### src/rtl/hazard_control_unit.sv
// Pipeline stall/flush/bubble sequencer: load-use, branch flush, mul/div occupancy, DMEM wait.
// Control outputs are combinational from state and inputs; stallCnt is a registered saturating count.
module hazard_control_unit #(
    parameter int CNT_W      = 32,
    parameter int MD_TIMEOUT = 64
) (
    input  logic             clk,
    input  logic             rst_n,
    input  logic [4:0]       rs1Id,
    input  logic [4:0]       rs2Id,
    input  logic             useRs1Id,
    input  logic             useRs2Id,
    input  logic [4:0]       rdEx,
    input  logic             memReadEx,
    input  logic             branchTakenEx,
    input  logic             mulDivStartEx,
    input  logic             mulDivDone,
    input  logic             memAccessMem,
    input  logic             dmemReady,
    input  logic             clrStallCnt,
    output logic             stallIf,
    output logic             stallId,
    output logic             stallEx,
    output logic             stallMem,
    output logic             flushId,
    output logic             bubbleEx,
    output logic             bubbleMem,
    output logic             mulDivAbort,
    output logic [CNT_W-1:0] stallCnt
);

    localparam int MD_W = $clog2(MD_TIMEOUT + 1);
    localparam logic [MD_W-1:0] MD_LAST = MD_W'(MD_TIMEOUT - 1);

    typedef enum logic {RUN, MULDIV} state_t;

    state_t            state_q, state_d;
    logic              done_seen_q, done_seen_d;
    logic [MD_W-1:0]   md_cnt_q, md_cnt_d;
    logic [CNT_W-1:0]  stall_cnt_q, stall_cnt_d;

    logic mem_wait, load_use, md_done;
    logic stall_if, stall_id, stall_ex, stall_mem;
    logic flush_id, bubble_ex, bubble_mem, md_abort;

    assign mem_wait = memAccessMem & ~dmemReady;
    assign load_use = memReadEx && (rdEx != 5'd0) &&
                      ((useRs1Id && (rs1Id == rdEx)) || (useRs2Id && (rs2Id == rdEx)));
    assign md_done  = mulDivDone | done_seen_q;

    always_comb begin
        state_d     = state_q;
        done_seen_d = done_seen_q;
        md_cnt_d    = md_cnt_q;
        stall_if    = 1'b0;
        stall_id    = 1'b0;
        stall_ex    = 1'b0;
        stall_mem   = 1'b0;
        flush_id    = 1'b0;
        bubble_ex   = 1'b0;
        bubble_mem  = 1'b0;
        md_abort    = 1'b0;

        if (mem_wait) begin
            // Whole pipe frozen; a done pulse arriving now must not be lost.
            stall_if  = 1'b1;
            stall_id  = 1'b1;
            stall_ex  = 1'b1;
            stall_mem = 1'b1;
            if (state_q == MULDIV && mulDivDone) begin
                done_seen_d = 1'b1;
            end
        end else if (state_q == RUN) begin
            if (branchTakenEx) begin
                flush_id  = 1'b1;
                bubble_ex = 1'b1;
            end else if (mulDivStartEx) begin
                stall_if   = 1'b1;
                stall_id   = 1'b1;
                stall_ex   = 1'b1;
                bubble_mem = 1'b1;
                state_d    = MULDIV;
                md_cnt_d   = '0;
            end else if (load_use) begin
                stall_if  = 1'b1;
                stall_id  = 1'b1;
                bubble_ex = 1'b1;
            end
        end else begin
            if (md_done) begin
                state_d     = RUN;
                done_seen_d = 1'b0;
                md_cnt_d    = '0;
            end else if (md_cnt_q == MD_LAST) begin
                md_abort    = 1'b1;
                state_d     = RUN;
                done_seen_d = 1'b0;
                md_cnt_d    = '0;
            end else begin
                stall_if   = 1'b1;
                stall_id   = 1'b1;
                stall_ex   = 1'b1;
                bubble_mem = 1'b1;
                md_cnt_d   = md_cnt_q + MD_W'(1);
            end
        end

        if (clrStallCnt) begin
            stall_cnt_d = '0;
        end else if (stall_if && !(&stall_cnt_q)) begin
            stall_cnt_d = stall_cnt_q + CNT_W'(1);
        end else begin
            stall_cnt_d = stall_cnt_q;
        end
    end

    always_ff @(posedge clk) begin
        if (!rst_n) begin
            state_q     <= RUN;
            done_seen_q <= 1'b0;
            md_cnt_q    <= '0;
            stall_cnt_q <= '0;
        end else begin
            state_q     <= state_d;
            done_seen_q <= done_seen_d;
            md_cnt_q    <= md_cnt_d;
            stall_cnt_q <= stall_cnt_d;
        end
    end

    assign stallIf     = rst_n & stall_if;
    assign stallId     = rst_n & stall_id;
    assign stallEx     = rst_n & stall_ex;
    assign stallMem    = rst_n & stall_mem;
    assign flushId     = rst_n & flush_id;
    assign bubbleEx    = rst_n & bubble_ex;
    assign bubbleMem   = rst_n & bubble_mem;
    assign mulDivAbort = rst_n & md_abort;
    assign stallCnt    = stall_cnt_q;

endmodule

### config.mk
export PLATFORM = sky130hd
export DESIGN_NAME = hazard_control_unit
export DESIGN_NICKNAME = d
export VERILOG_FILES = /design/src/rtl/hazard_control_unit.sv
export SDC_FILE = /design/constraint.sdc
export NUM_CORES = 1
export LEC_CHECK = 0
export BUFFER_PORTS_ARGS = -buffer_cell sky130_fd_sc_hd__buf_4
export CORE_AREA = 8 8 88 90
export CTS_BUF_LIST = sky130_fd_sc_hd__clkbuf_4 sky130_fd_sc_hd__clkbuf_8
export CTS_CLUSTER_SIZE = 8
export DETAILED_ROUTE_END_ITERATION = 10
export DIE_AREA = 0 0 96 98
export GPL_TIMING_DRIVEN = 1
export HOLD_SLACK_MARGIN = 0.15
export PLACE_DENSITY = 0.69
export RECOVER_POWER = 100
export SKIP_CTS_REPAIR_TIMING = 1
export SYNTH_ARGS = -nofsm -noshare
export SYNTH_HDL_FRONTEND = slang
export SYNTH_SLANG_ARGS = --single-unit
export TNS_END_PERCENT = 30
### constraint.sdc
create_clock -name clk -period 3.6 [get_ports clk]
set_clock_uncertainty 0.2 [all_clocks]
set_input_delay 0.54 -clock clk [delete_from_list [all_inputs] [get_ports clk]]
set_output_delay 0.54 -clock clk [all_outputs]
set_load 0.01 [all_outputs]
# ---- Word-level counts from Yosys, hierarchy flattened
# Index checks and enable logic that the tools add are counted.
dict set report op_classes {
  n_addsub 2
  n_eq_ne 5
  mux 34
  bitwise 12
  n_reduce_logical 16
}
# op n
set op_table {}
lappend op_table {{7-bit two-way mux} 5}
lappend op_table {{32-bit by 1-bit adder with 32-bit output (second input constant)} 1}
lappend op_table {{32-bit AND reduction} 1}
lappend op_table {{1-bit two-way mux} 29}
lappend op_table {{5-bit equality test} 2}
lappend op_table {{1-bit AND} 8}
lappend op_table {{7-bit by 1-bit adder with 7-bit output (second input constant)} 1}
lappend op_table {{7-bit by 6-bit equality test with 1-bit output (second input constant)} 1}
lappend op_table {{1-bit logical AND} 6}
lappend op_table {{3-bit AND reduction} 2}
lappend op_table {{5-bit nonzero test} 1}
lappend op_table {{2-bit by 1-bit != test with 1-bit output (second input constant)} 2}
lappend op_table {{2-bit nonzero test} 2}
lappend op_table {{1-bit NOT} 3}
lappend op_table {{3-bit nonzero test} 1}
lappend op_table {{2-bit OR reduction} 1}
lappend op_table {{1-bit logical NOT} 1}
lappend op_table {{1-bit logical OR} 1}
lappend op_table {{1-bit bitwise OR} 1}
dict set report totals {
  register_bits 41
  output_inout_bits 40
  elab_cells 73
}

# ---- Longest topological paths before layout
# Gate-level depths: netlist of the first run.
dict set report logic_depth {
  depth_word 10
  ltp_mapped 10
  ltp_nobuf 7
}

# ---- Worst setup path after synthesis of the first run
# Ideal clock, no wire load.
dict set report synth_path {
  path_kind {input to output}
  startpoint {in rdEx[1]}
  endpoint {out stallIf}
  arrival_ns 2.152
  t_required_ns 2.860
  setup_slack_ns 0.708
  path_stages 7
  n_path_buf 3
  cell_sequence {or4_1 > o21a_1 > a31oi_4 > buf_2 > buf_2 > nor2b_1 > buf_4}
}
dict set report synth_between {
  elab_chain_len 10
  elab_cells_between_ends 14
  cone_classes {eq/ne: 2; mux: 5; bitwise: 1; reduce/logical: 6}
}
# item line_no
set synth_rtl {}
lappend synth_rtl {{from (decl)} 13} ;# input logic [4:0] rdEx,
lappend synth_rtl {{5-bit equality test} 48} ;# ((useRs1Id && (rs1Id == rdEx)) || (useRs2Id && (rs2Id == rdEx)));
lappend synth_rtl {{1-bit logical AND} 48}
lappend synth_rtl {{1-bit logical OR} 48}
lappend synth_rtl {{1-bit logical AND (*)} 47} ;# assign load_use = memReadEx && (rdEx != 5'd0) &&
lappend synth_rtl {{1-bit two-way mux (*) (5 in a row)} -}
lappend synth_rtl {{1-bit AND (*)} -}
lappend synth_rtl {{to (decl)} 21} ;# output logic stallIf,
# Mark *: on every way between the ends. The rest lies on a longest branch, timed or not.

# ---- Worst setup path in the final report of the first run
dict set report layout_path {
  startpoint {reg stall_cnt_q[0], in the netlist stallCnt[0]}
  endpoint {reg stall_cnt_q[20], in the netlist stallCnt[20]}
}
dict set report layout_between {
  elab_chain_len 3
  elab_cells_between_ends 4
  cone_classes {add/sub: 1; reduce/logical: 3}
}
# item line_no
set layout_rtl {}
lappend layout_rtl {{from (decl)} 40} ;# logic [CNT_W-1:0] stall_cnt_q, stall_cnt_d;
lappend layout_rtl {{from (signal assigned)} 127} ;# stall_cnt_q <= stall_cnt_d;
lappend layout_rtl {{branches (longest 3 deep; another with 32-bit by 1-bit adder with 32-bit output)} -}
# Parallel ways; which one is timed is not known.
# A chain may end at the register's enable or synchronous reset.

==> impl_metrics.py, run 1 <==
metrics = {
    "min_path": {
        "whs_path_depth": 1,
        "hold_start": "md_cnt_q[6]",
        "hold_path.class": "reg2reg",
        "whs_endpoint": "md_cnt_q[6]",
    },
    "outcome": {
        "outcome": "complete, no violations",
    },
    "routing": {
        "wl_met1_mm": 3.001,
        "drc": 0,
        "antenna_left": 0,
        "dr.pass1.iters": 4,
        "highest_layer": "met4",
        "wl_met2_mm": 2.934,
        "via_per_inst": 5.684,
        "drt-initial-drc-count": 136,
        "num_vias": 2427,
        "wl_per_cell_um": 15.25,
        "route.met3.wl_um": 527,
        "drt_wl_total_mm": 6.512,
    },
    "setup_path": {
        "critical_path_peak_fanout": 19,
        "r2r-start": "stallCnt[0]",
        "worstSetupPathType": "reg2reg",
        "start_kind": "flip-flop",
        "cp.required_ns": 3.54,
        "arrival_ns": 2.82,
        "worst_r2r_endpoint": "stallCnt[20]",
        "reg2reg_slack_ns": 0.72,
        "rr_worst_depth": 7,
        "end_kind": "flip-flop",
    },
    "global_routing": {
        "first_global_vias": 2314,
        "grt-ovfl-total": 0,
        "grt_max_degree": 61,
        "grt_antenna_before_repair": 0,
        "grt_pass1_wl_mm": 10.83,
        "grt_usage_pct": 13.85,
    },
    "timing": {
        "period_share_pct": 79.91,
        "setup_tns_ns": 0,
        "finalCriticalPeriod_ns": 2.877,
        "rsz0062_at_grt": "no",
        "worst_slack_ns": 0.7232,
        "hold_viol": 0,
        "tightest_slew_ns": 1.082,
        "setup_viol": 0,
        "max_slew_margin_pct": 27.70,
        "slew_viol_final": 0,
        "fmax_ghz": 0.3476,
    },
    "power": {
        "power_uw": 889.5,
        "power_density_mw_per_mm2": 315.7,
        "leakage_nw": 0.9443,
        "max-vdd-ir-drop_v": 0.0001556,
    },
    "synthesis": {
        "yosysMostFrequentCell": "dfxtp_1",
        "ys_top_cells_by_area": "dfxtp_1 34%, nand4_1 5.2%, a21oi_1 5.0%",
        "syn_nets": 319,
        "synthCells": 291,
        "synth_area_per_cell_um2": 8.247,
        "synth_top_flop_cell": "dfxtp_1",
        "yosys_register_bits": 41,
        "syn_area_mm2": 0.002400,
        "ys_async_sr_fraction_pct": 0,
        "synth_top_area_share_pct": 34.20,
        "synth_common_cells": "41 x dfxtp_1, 24 x a21oi_1, 20 x nand2_1, 20 x nand4_1",
        "yosysTopAreaCell": "dfxtp_1",
        "ys_seq_area_share_pct": 34.20,
        "synth_edf_count": 0,
        "yosys_warnings": 0,
        "ys_types": 43,
    },
    "final_layout": {
        "diodes": 0,
        "area_growth_pct": 17.41,
        "final_layout_size_suffix_gt1_share_pct": 11.24,
        "fin_cells": 427,
        "layout.nets": 374,
    },
    "die": {
        "die_area_mm2": 0.009408,
        "die_w_um": 96,
        "start_util_pct": 36.96,
        "boundaryPins": 66,
        "core_area_mm2": 0.006494,
        "die_h_um": 98,
        "rows": 30,
    },
    "placement": {
        "post-place-cells": 419,
        "place_hpwl_mm": 4.756,
        "post-place-ws_ns": 0.8655,
        "gp_congestion": 0.7823,
        "portBuffers": 65,
    },
    "cts": {
        "cts-buffers-inserted": 5,
        "clk_pin_slew_ns": 0.09,
        "clock-root-buffer": "clkbuf_8",
        "cts_sinks": 41,
        "cts-htree-levels": 2,
        "clk_path_buf_depth": 2,
        "insertion_delay_ns": 0.30,
        "cts_tree": "yes",
    },
    "run": {
        "maxCapViolCount": 0,
    },
}
[layout by cell type, fill, tap and decap left out, types with 9 or more instances in the layout]
| cell | instances |
|---|---|
| nor2_1 | 11 |
| or3_1 | 16 |
| nand2_1 | 20 |
| clkbuf_1 | 39 |
| or4_1 | 13 |
| buf_4 | 28 |
| dfxtp_1 | 41 |
| nand4_1 | 20 |
| nand3_1 | 13 |
| a21oi_1 | 24 |
| xnor2_1 | 12 |
| o21ai_0 | 18 |
| and3_1 | 13 |
| o31ai_1 | 9 |
[worst max-delay path, cell delays in order, from the launching register on]
cell	delay, ns
dfxtp_1	0.42
ha_1	0.21
and4_1	0.34
nand4_1	0.20
nor3_1	0.77
buf_4	0.36
or4_1	0.14
a21oi_1	0.07
[cells by family after synthesis]
family | after synthesis | synth area share, %
fa+ha+maj | 2 | 1.043
compound gates | 76 | 21.48
simple gates | 136 | 33.00
buf+inv | 20 | 4.432
flops | 41 | 34.20
xor+xnor | 16 | 5.839
[layout make-up]
class | instances | area [um2]
clock buffers | 6 | 82.58
clock inverters | 2 | 13.76
fillers | 697 | 3676
inverters | 1 | 3.754
multi-input cells | 230 | 1440
flip-flops and latches | 41 | 820.8
well taps | 80 | 100.1
repair buffers | 67 | 356.6
[metal layers]
| layer | track usage [%] | up-vias |
|---|---|---|
| met1 | 17.51 | 1131 |
| met5 | 0 | - |
| li1 | - | 1218 |
| met2 | 21.34 | 73 |
| met3 | 5.065 | 5 |
| met4 | 3.669 | 0 |
[how the worst max path moves through the flow]
stage	from	to	slack (ns)	cells past startpoint
2_1_floorplan	rdEx[1]	stallIf	0.71	7
3_3_place_gp	rdEx[1]	stallCnt[18]	0.91	7
3_5_place_dp	mulDivDone	stallCnt[20]	0.87	8
4_1_cts	md_cnt_q[0]	stallIf	0.87	7
5_1_grt	stallCnt[0]	stallCnt[20]	0.40	7
6_report	stallCnt[0]	stallCnt[20]	0.72	7
[state kept, by name (all words and copies together) (netlist names)]
| register | cells |
|---|---|
| done_seen_q | 1 |
| stallCnt | 32 |
| md_cnt_q | 7 |
| state_q | 1 |
[where the power goes]
group | internal (mW) | switching (mW) | leakage, nW
clock | 0.156 | 0.170 | 0.0512
sequential | 0.456 | 0.00428 | 0.331
combinational | 0.0436 | 0.0596 | 0.563
total | 0.656 | 0.234 | 0.944
[stage by stage]
step / util, % / instance area, um2 / hold WS, ns
6_report: 43.39 / 2818 / 0.2858
5_1_grt: 43.39 / 2818 / 0.3103
4_1_cts: 46.22 / 3002 / 0.2801
3_5_place_dp: 44.74 / 2905 / 0.2596
3_3_place_gp: 44.74 / 2905 / 0.2570
2_1_floorplan: - / 2400 / 0.2407
Note: power is estimated with default switching activity, not from simulation.
==> inputs of run 2 (changes only) <==
Settings changed: PLACE_DENSITY 0.69 to 0.71.
Clock period 3.6 ns to 2.5 ns, I/O delays scaled along.
==> run 2 against run 1 <==
  * Count of clock-buffer cells in the layout decreased by 1
  * Cell area rose by 8.3%
  * Global-route usage about the same
  * Sequential cell count is the same
  * Final cell count rose by 4.2%
  * Combinational power up 83%
  * Largest power group unchanged
  * Highest routed layer unchanged
==> impl_metrics.py, run 2 (synthesis gave the netlist of run 1 again) <==
metrics = {
    "final_layout": {
        "largest_reg_flops": 32,
        "final_common_cell": "buf_4",
        "diodes": 0,
        "post-route-util_pct": 47.01,
        "final_cell_mix": "51 x buf_4, 39 x dfxtp_1, 32 x clkbuf_1, 24 x a21oi_1",
        "area_growth_pct": 27.22,
        "fin_cells": 445,
        "finalInstanceArea_mm2": 0.003053,
        "layout.nets": 392,
        "final_layout_size_suffix_gt1_share_pct": 20.00,
    },
    "setup_path": {
        "start_kind": "flip-flop",
        "arrival_ns": 1.87,
        "end_kind": "output pin",
        "r2r-start": "md_cnt_q[0]",
        "cp.required_ns": 1.92,
        "cpMaxStageDelayCell": "dfxtp_4",
        "crit_start": "md_cnt_q[0]",
        "crit_top_cell": "a31oi_4",
        "critical_path_peak_fanout": 4,
        "cpPeakStageDelay_ns": 0.37,
        "worstSetupPathType": "reg2out",
        "path_cells": "ha_4 > and4b_2 > a31oi_4 > a211o_4 > a31oi_4 > nor2b_2 > buf_4",
    },
    "min_path": {
        "hold_path.class": "in2reg",
        "hold_start": "mulDivDone",
    },
    "cts": {
        "cts_tree": "yes",
        "insertion_delay_ns": 0.30,
        "clk_path_buf_depth": 2,
        "clk_pin_slew_ns": 0.08,
        "clock-root-buffer": "clkbuf_8",
        "cts_sinks": 41,
        "cts-htree-levels": 2,
        "cts-buffers-inserted": 5,
    },
    "global_routing": {
        "grt_pass1_wl_mm": 10.70,
        "first_global_vias": 2266,
        "grt_max_degree": 35,
        "grt_antenna_before_repair": 0,
        "grt-ovfl-total": 0,
        "grt_usage_pct": 13.83,
    },
    "timing": {
        "setup_viol": 0,
        "hold_viol": 0,
        "rsz0062_at_grt": "yes",
        "max_slew_margin_pct": 66.34,
        "period_share_pct": 97.82,
        "fmax_ghz": 0.4089,
        "worst_hold_slack_ns": 0.1521,
        "tightest_slew_ns": 0.5049,
        "slew_viol_final": 0,
        "setup_tns_ns": 0,
        "finalCriticalPeriod_ns": 2.446,
    },
    "routing": {
        "drc": 0,
        "wl_met1_mm": 2.942,
        "dr.pass1.iters": 4,
        "drt_wl_total_mm": 6.711,
        "via_per_inst": 5.694,
        "drt-initial-drc-count": 150,
        "antenna_left": 0,
        "wl_per_cell_um": 15.08,
        "highest_layer": "met4",
        "route.met3.wl_um": 583,
        "num_vias": 2534,
        "wl_met2_mm": 3.091,
    },
    "power": {
        "pwr-share-seq_pct": 51.5,
        "p_sw_uw": 343.1,
        "clockPowerShare_pct": 33.9,
        "p_comb_share_pct": 14.6,
        "p_int_uw": 942.5,
        "power_density_mw_per_mm2": 421.1,
        "switching_share_pct": 26.69,
        "leakage_nw": 1.073,
        "max-vdd-ir-drop_v": 0.0002376,
    },
    "die": {
        "boundaryPins": 66,
        "die_area_mm2": 0.009408,
        "rows": 30,
        "die_w_um": 96,
        "core_area_mm2": 0.006494,
        "start_util_pct": 36.96,
        "die_h_um": 98,
    },
    "placement": {
        "portBuffers": 65,
        "post-place-cells": 432,
        "place_hpwl_mm": 5.041,
        "gp_congestion": 0.8343,
        "place_area_mm2": 0.003028,
    },
    "run": {
        "maxCapViolCount": 0,
    },
    "outcome": {
        "outcome": "complete, no violations",
    },
}
==> run 2: path summary, 6_finish.rpt <==
check,end,slack [ns],cells after the start
setup / recovery,stallIf,0.05,7
hold / removal,done_seen_q,0.15,3
setup reg to reg,stallCnt[20],0.06,9
hold reg to reg,md_cnt_q[6],0.27,1
==> run 2: cell type report <==
| cell class | count | area [um2] |
|---|---|---|
| clock buffer | 5 | 68.82 |
| inverter | 1 | 3.754 |
| timing repair buffer | 85 | 543.0 |
| fill | 665 | 3441 |
| multi-input combinational | 230 | 1494 |
| clock inverter | 3 | 17.52 |
| tap | 80 | 100.1 |
| sequential | 41 | 825.8 |
==> run 2: routing by layer <==
metal  track usage [%]  vias to the layer above
li1                  -                     1254
met1             16.41                     1187
met3             5.065                        8
met2             22.60                       85
met5                 0                        -
met4             3.550                        0
==> run 2: critical path, delay by kind of cell (launching register included) <==
kind                     cells  cell delay, ns
adder cells (fa/ha/maj)      1            0.15
buffers and inverters        1            0.14
flip-flops                   1            0.37
AND/OR/NAND/NOR              2            0.33
AO/OA/AOI/OAI                3            0.60
==> run 2: power by group through the flow <==
stage / clock (mW) / combinational, mW / sequential, mW
after detailed placement: 0 / 0.180 / 0.677
after floorplan: 0 / 0.105 / 0.676
after global routing: 0.477 / 0.206 / 0.663
after CTS: 0.450 / 0.181 / 0.661
after global placement: 0 / 0.176 / 0.677
final: 0.436 / 0.188 / 0.662
==> run 2: through the flow <==
stage | worst slack (ns) | power [mW]
CTS | -0.1835 | 1.292
global route | -0.01395 | 1.346
detailed placement | 0.1008 | 0.8570
finish | 0.05438 | 1.286
floorplan | 0.01939 | 0.7812
global placement | 0.1125 | 0.8527
